`config.mk`:
```
export PLATFORM = sky130hd
export DESIGN_NAME = port_arb4
export DESIGN_NICKNAME = d
export VERILOG_FILES = /design/src/rtl/port_arb4.sv
export SDC_FILE = /design/constraint.sdc
export NUM_CORES = 1
export LEC_CHECK = 0
export ABC_AREA = 1
export CAP_MARGIN = 20
export CORE_UTILIZATION = 35
export CTS_BUF_LIST = sky130_fd_sc_hd__clkbuf_4
export DETAILED_ROUTE_END_ITERATION = 10
export SYNTH_ARGS = -nofsm -noshare
export SYNTH_HDL_FRONTEND = slang
export SYNTH_SLANG_ARGS = --single-unit
```
`constraint.sdc`:
```
create_clock -name clk -period 2.1 [get_ports clk]
set_clock_uncertainty 0.1 [all_clocks]
set_input_delay 0.42 -clock clk [delete_from_list [all_inputs] [get_ports clk]]
set_output_delay 0.42 -clock clk [all_outputs]
set_load 0.02 [all_outputs]
```
`src/rtl/port_arb4.sv`:
```
// port_arb4: 4-requester round-robin arbiter with a hold limit. It drives the
// one-hot grant and the select/enable of a shared 4:1 mux.
// Latency: a request seen in cycle N is granted from cycle N+1. An owner hands over
// with no idle bubble. Backpressure: a requester holds req high until it is granted.
// Once the owner has held the grant for MAX_HOLD cycles, it is preempted in favour
// of any waiting requester.
//
// Ports:
//   clk      single clock; all state changes on its rising edge
//   rst_n    asynchronous active-low reset
//   req      per-requester request; held high for the whole transaction
//   gnt      registered one-hot grant; 0 when nobody owns the resource
//   sel      registered binary owner index; in IDLE it holds the last owner
//   en       registered mux enable; equals |gnt
//   preempt  registered one-cycle pulse on a grant change forced by MAX_HOLD
module port_arb4 #(
  parameter int MAX_HOLD = 8
) (
  input  logic       clk,
  input  logic       rst_n,
  input  logic [3:0] req,
  output logic [3:0] gnt,
  output logic [1:0] sel,
  output logic       en,
  output logic       preempt
);

  localparam logic [7:0] HOLD_LIMIT = 8'(MAX_HOLD);

  typedef enum logic {
    S_IDLE = 1'b0,
    S_OWN  = 1'b1
  } state_t;

  state_t     r_state;
  logic [1:0] r_ptr;      // last winner; the search starts at r_ptr+1
  logic [7:0] r_cnt;      // cycles owned by the current owner, saturating
  logic [3:0] r_gnt;
  logic [1:0] r_sel;
  logic       r_en;
  logic       r_preempt;

  logic [3:0] w_others;   // requesters competing against the current owner
  logic       w_own_req;  // current owner still requesting
  logic       w_expired;  // owner has reached its hold limit
  logic [1:0] w_pick;     // round-robin winner among w_others
  logic [3:0] w_pick_oh;

  // Search order is ptr+1, ptr+2, ptr+3, ptr. Wrapping comes from the 2-bit add.
  function automatic logic [1:0] rr_pick(input logic [3:0] mask, input logic [1:0] ptr);
    logic [1:0] idx;
    logic       found;
    rr_pick = ptr;
    found   = 1'b0;
    for (int i = 1; i <= 4; i++) begin
      idx = ptr + i[1:0];
      if (!found && mask[idx]) begin
        rr_pick = idx;
        found   = 1'b1;
      end
    end
  endfunction

  always_comb begin
    // r_gnt is zero in IDLE, so there w_others is simply req.
    w_others  = req & ~r_gnt;
    w_own_req = |(req & r_gnt);
    w_expired = (r_cnt == HOLD_LIMIT);
    w_pick    = rr_pick(w_others, r_ptr);
    w_pick_oh = 4'b0001 << w_pick;
  end

  always_ff @(posedge clk or negedge rst_n) begin
    if (!rst_n) begin
      r_state   <= S_IDLE;
      r_ptr     <= 2'd3;
      r_cnt     <= 8'd0;
      r_gnt     <= 4'b0000;
      r_sel     <= 2'd0;
      r_en      <= 1'b0;
      r_preempt <= 1'b0;
    end else begin
      r_preempt <= 1'b0;
      case (r_state)
        S_IDLE: begin
          if (|req) begin
            r_state <= S_OWN;
            r_gnt   <= w_pick_oh;
            r_sel   <= w_pick;
            r_ptr   <= w_pick;
            r_en    <= 1'b1;
            r_cnt   <= 8'd1;
          end
        end
        S_OWN: begin
          if (w_own_req && !(w_expired && (|w_others))) begin
            // Keep the owner. The counter saturates so a later request can still preempt.
            if (!w_expired) r_cnt <= r_cnt + 8'd1;
          end else if (|w_others) begin
            // The owner either released or is being preempted; hand over directly.
            r_gnt     <= w_pick_oh;
            r_sel     <= w_pick;
            r_ptr     <= w_pick;
            r_cnt     <= 8'd1;
            r_preempt <= w_own_req;
          end else begin
            // Nobody is left. sel keeps the last owner index.
            r_state <= S_IDLE;
            r_gnt   <= 4'b0000;
            r_en    <= 1'b0;
            r_cnt   <= 8'd0;
          end
        end
        default: begin
          r_state <= S_IDLE;
          r_gnt   <= 4'b0000;
          r_en    <= 1'b0;
        end
      endcase
    end
  end

  assign gnt     = r_gnt;
  assign sel     = r_sel;
  assign en      = r_en;
  assign preempt = r_preempt;

endmodule

```
=== Word level (Yosys, flattened, before mapping) ===
Cells that the tools add are included.

* $add $sub $neg: 4
* $mul: 0
* Div/mod/pow operators: 0
* Magnitude comparators: 4
* Eq/ne operators: 6
* Shifts and indexed selects: 1
* Mux-type cells: 39
* Bitwise gates (word level): 4
* Reductions and logical operators: 16

{| class="wikitable"
|+ Operators with widths
! kind !! number
|-
| $mux W8 || 3
|-
| $mux W1 || 17
|-
| $pmux W8 S2 || 1
|-
| $mux W2 || 7
|-
| $lt A2 B3 Y1 const B || 4
|-
| $mux W4 || 3
|-
| $reduce_or A4 Y1 || 3
|-
| $add A8 B1 Y8 const B || 1
|-
| $and A4 B4 Y4 || 2
|-
| $bmux W1 S2 || 4
|-
| $eq A8 B4 Y1 const B || 1
|-
| $pmux W4 S2 || 1
|-
| $ne A2 B2 Y1 const B || 3
|-
| $reduce_and A3 Y1 || 2
|-
| $logic_and A1 B1 Y1 || 5
|-
| $add A2 B2 Y2 const B || 2
|-
| $logic_not A1 Y1 || 4
|-
| $not A4 Y4 || 1
|-
| $pmux W1 S2 || 2
|-
| $pmux W2 S2 || 1
|-
| $reduce_and A2 Y1 || 2
|-
| $shl A1 B2 Y4 const A || 1
|-
| $ne A3 B3 Y1 const B || 1
|-
| $add A2 B1 Y2 const B || 1
|-
| 2 further kinds || 2
|}

* Bits in registers: 19
* Bits in latches: 0
* Bits in writable memories: 0
* Bits in read-only memories: 0
* Bits of input ports: 6
* Output and inout port bits: 8
* Logic and storage cells: 81
* Memories: 0

=== Longest topological paths before layout ===
* Depth in word-level cells: 18
* Depth in mapped cells: 14
* Depth with buffers taken out: 13

=== Worst setup path after synthesis ===
OpenSTA, ideal clock, no wires.

* Path kind: flip-flop to flip-flop
* From: register r_ptr[0]
* To: register r_gnt[1] (netlist: gnt[1])
* Library setup time: 116 ps
* Arrival time: 1,390 ps
* Slack: 494 ps
* Stages on the path, launching flop included: 13
* Buffers on the path: 1
* Cell sequence: dfstp_2 buf_6 nand2_2 nand2_4 nand3_4 nand2_4 nand3_2 nand2_1 nand2_2 nand2_2 inv_1 nand2_1 nand2_1

* Longest elaborated chain between the ends: 17
* Elaborated cells on any way between the ends: 29
* Those cells by class: add/sub (3); shift (1); mux (19); reduce/logical (6)

{| class="wikitable"
|+ RTL lines
! item !! line !! text
|-
| start, declared || 36 || <nowiki>logic [1:0] r_ptr;</nowiki>
|-
| start signal, assigned || 90 || <nowiki>r_ptr <= w_pick;</nowiki>
|-
| start signal, assigned || 103 || <nowiki>r_ptr <= w_pick;</nowiki>
|-
| $add A2 B1 Y2 || 56 || <nowiki>idx = ptr + i[1:0];</nowiki>
|-
| $bmux W1 S2 || 57 || <nowiki>if (!found && mask[idx]) begin</nowiki>
|-
| $mux W1 (not written as such) || 57 ||
|-
| $mux W1 || 57 ||
|-
| $logic_not A1 Y1 || 57 ||
|-
| $logic_and A1 B1 Y1 || 57 ||
|-
| $mux W1 || 57 ||
|-
| $logic_not A1 Y1 || 57 ||
|-
| $logic_and A1 B1 Y1 || 57 ||
|-
| $mux W1 || 57 ||
|-
| $logic_not A1 Y1 || 57 ||
|-
| $logic_and A1 B1 Y1 || 57 ||
|-
| $mux W2 * || 57 ||
|-
| $shl A1 B2 Y4 * || 70 || <nowiki>w_pick_oh = 4'b0001 << w_pick;</nowiki>
|-
| $mux W4 || 99 || <nowiki>end else if (|w_others) begin</nowiki>
|-
| $mux W4 || 96 || <nowiki>if (w_own_req && !(w_expired && (|w_others))) begin</nowiki>
|-
| $pmux W4 S2 * || 84 || <nowiki>case (r_state)</nowiki>
|-
| end signal, assigned || 88 || <nowiki>r_gnt <= w_pick_oh;</nowiki>
|-
| end signal, assigned || 101 || <nowiki>r_gnt <= w_pick_oh;</nowiki>
|-
| end, declared || 38 || <nowiki>logic [3:0] r_gnt;</nowiki>
|}

Mark *: on every way between the ends. The rest lies on a longest branch, timed or not. The select of a mux whose other input is x is not followed.
A chain may end at the register's enable or synchronous reset.

=== Final worst setup path ===
Same ends and word-level chain as after synthesis.

==> out/qor.csv <==
stage,metric,value,unit
setup_path,crit_fanout,11,
yosys,ys_top_cells_by_area,"dfrtp_1 (31%), nand2_1 (16%), nand3_4 (5.1%), nand3_1 (4.4%), nand2_4 (4.1%)",
drt,viasPerCell,4.98,
yosys,ys_warn_count,0,
cts,cts_sinks,19,
cts,clkTransAtPathRegs,0.11,ns
setup_path,cp-start-kind,register,
yosys,synth_nets,183,
drt,drt_pass1_iterations,4,
drt,ant_nets,0,
yosys,synth_seq_cells,19,
setup_path,required,2.19,ns
placed_design,gp_congestion,0.897,
yosys,synth_area,1370,um^2
cts,clockBufferDepth,2,
cts,cts_resized,0,
final_layout,n_fill_cell,380,
power_and_ir_drop,vdd_drop_max,747,uV
floorplan,ios,14,
floorplan,fp.dieW,64.6,um
grt,antenna_found_initial,0,
power_and_ir_drop,p_per_area,1370,nW/um^2
drt,drc,0,
floorplan,die_h,64.6,um
yosys,post_synth_inst_count,175,
placed_design,dpl.hpwl,2260,um
yosys,synth_top_area_share,31.1,%
final_layout,fin_area,1600,um^2
timing,fin_crit_sh,91.2,%
cts,cts_made_buffers,3,
cts,cts_tree,done,
timing,fmax,522,MHz
drt,wl_per_cell,11.9,um
grt,grt_overflow,0,
setup_path,crit_path_end_kind,register,
status,status,"finished, final reports clean",
grt,grt_max_degree,20,
timing,setup_violations,0,
grt,grt_pass1_vias,1124,
worst_hold_path,worstHoldPathType,input port to asynchronous set/reset pin,
cts,cts_htree_levels,1,
grt,grt_pass1_wl,4830,um
final_layout,syn_to_final_growth,16.6,%
final_layout,regArea,478,um^2
timing,final-max-slew-violation-count,0,
run,drv_cap,0,
setup_path,worstSetupPathType,register to register,
floorplan,core,3720,um^2
power_and_ir_drop,p_leak,0.756,nW
timing,hold_viol_final,0,
final_layout,drive_gt1_share,20.1,%
final_layout,fin_nets,203,
timing,slew_headroom,83.7,%
yosys,seq_area_frac_synth,34.9,%
drt,routed_wl,2880,um
final_layout,diodes,0,
setup_path,crit_arrival,2.00,ns
final_layout,final_common_cell,nand2_1,
timing,final.min_clock_period,1.92,ns
timing,worstMarginPinSlew,0.244,ns
floorplan,die-area,4170,um^2
placed_design,place_area,1570,um^2
yosys,synth_top_cell_by_area,dfrtp_1,
yosys,yosys.cell_types.count,30,
drt,via_count,1205,
timing,grt_setup_unrepaired,no,
cts,clockRootBuffer,clkbuf_4,
cts,post_cts_buffers,0,
floorplan,fp-row-count,22,
yosys,postSynthAreaPerCell,7.83,um^2
grt,grt_use_total,14.7,%
final_layout,mostFrequentLayoutCells,"nand2_1 (57), dfrtp_1 (17), clkdlybuf4s50_1 (13)",
placed_design,port_buffers,13,
drt,drt_iter0_drc,77,
power_and_ir_drop,fin_total_pwr,2.19,mW
floorplan,initial_utilization,36.9,%
final_layout,multi_input_area,802,um^2
cts,postCtsHoldBufs,0,
cts,clkLatencyLatePin,0.29,ns
## cells in the mapped netlist (all sizes together)
master  count
a21oi       3
a31oi       1
buf         3
dfrtp      17
dfstp       2
ha          2
inv        16
nand2      70
nand3      19
nand3b      1
nand4       9
nor2       11
nor3        1
o21ai       8
o22ai       1
o31ai       4
or2         1
xnor2       1
xor2        5
## worst max-delay path, cell delays in order (launching register included)
cell     delay (ns)
dfstp_2        0.69
inv_2          0.17
nand3_1        0.10
nand3_1        0.10
nand2_1        0.16
nand3_2        0.11
nand2_1        0.09
nand2_2        0.07
nand2_2        0.10
inv_1          0.04
nand2_1        0.05
nand2_1        0.04
## path summary, 6_finish.rpt
check                                     start                    to  slack, ns  cells after the start
max in group asynchronous                 rst_n  r_ptr[0]$_DFFE_PN1P_       1.28                      2
hold / removal                            rst_n  r_cnt[0]$_DFFE_PN0P_       0.34                      2
setup reg to reg           r_ptr[0]$_DFFE_PN1P_    gnt[1]$_DFFE_PN0P_       0.18                     11
hold reg to reg              sel[0]$_DFFE_PN0P_    sel[0]$_DFFE_PN0P_       0.39                      2
setup / recovery           r_ptr[0]$_DFFE_PN1P_    gnt[1]$_DFFE_PN0P_       0.18                     11
min in group clk             sel[0]$_DFFE_PN0P_    sel[0]$_DFFE_PN0P_       0.39                      2
## flip-flops by register name (all words and copies together) (netlist names)
| register | flops |
|---|---|
| r_cnt | 8 |
| en | 1 |
| sel | 2 |
| r_state | 1 |
| r_ptr | 2 |
| gnt | 4 |
| preempt | 1 |
## through the flow
stage	TNS [ns]	instances	setup slack (ns)	util [%]	hold WS, ns
global placement	-0.00140	238	-0.00140	42.2	0.360
global route	0	242	0.0477	43.0	0.365
floorplan	0	175	0.494	-	0.0244
CTS	0	242	0.195	43.0	0.348
finish	0	242	0.184	43.0	0.344
detailed placement	-0.0163	238	-0.0163	42.2	0.372
## area by class of cell
| cell class | count | area share, % |
|---|---|---|
| multi-input cells | 137 | 50.2 |
| inverters | 16 | 3.76 |
| flip-flops and latches | 19 | 29.9 |
| clock buffers | 4 | 1.88 |
| repair buffers | 18 | 10.5 |
| well taps | 48 | 3.76 |
## kinds of logic after synthesis
logic type / count (synthesis) / share of synthesized area (%)
simple gates: 112 / 45.5
buf+inv: 19 / 6.57
flops: 19 / 34.9
compound gates: 17 / 7.40
xor+xnor: 6 / 3.84
fa+ha+maj: 2 / 1.83
## routing by layer
metal,track usage (%),vias to the layer above,routed length (um)
li1,-,613,-
met2,22.9,29,1290
met4,4.17,0,0
met1,20.7,563,1440
met5,0,-,0
met3,2.46,0,142
## power by group
| group | switching [mW] | total, mW | internal [mW] |
|---|---|---|---|
| logic | 0.877 | 1.38 | 0.500 |
| registers | 0.132 | 0.621 | 0.489 |
| clock network | 0.110 | 0.197 | 0.0867 |
(Power assumes the default switching activity.)
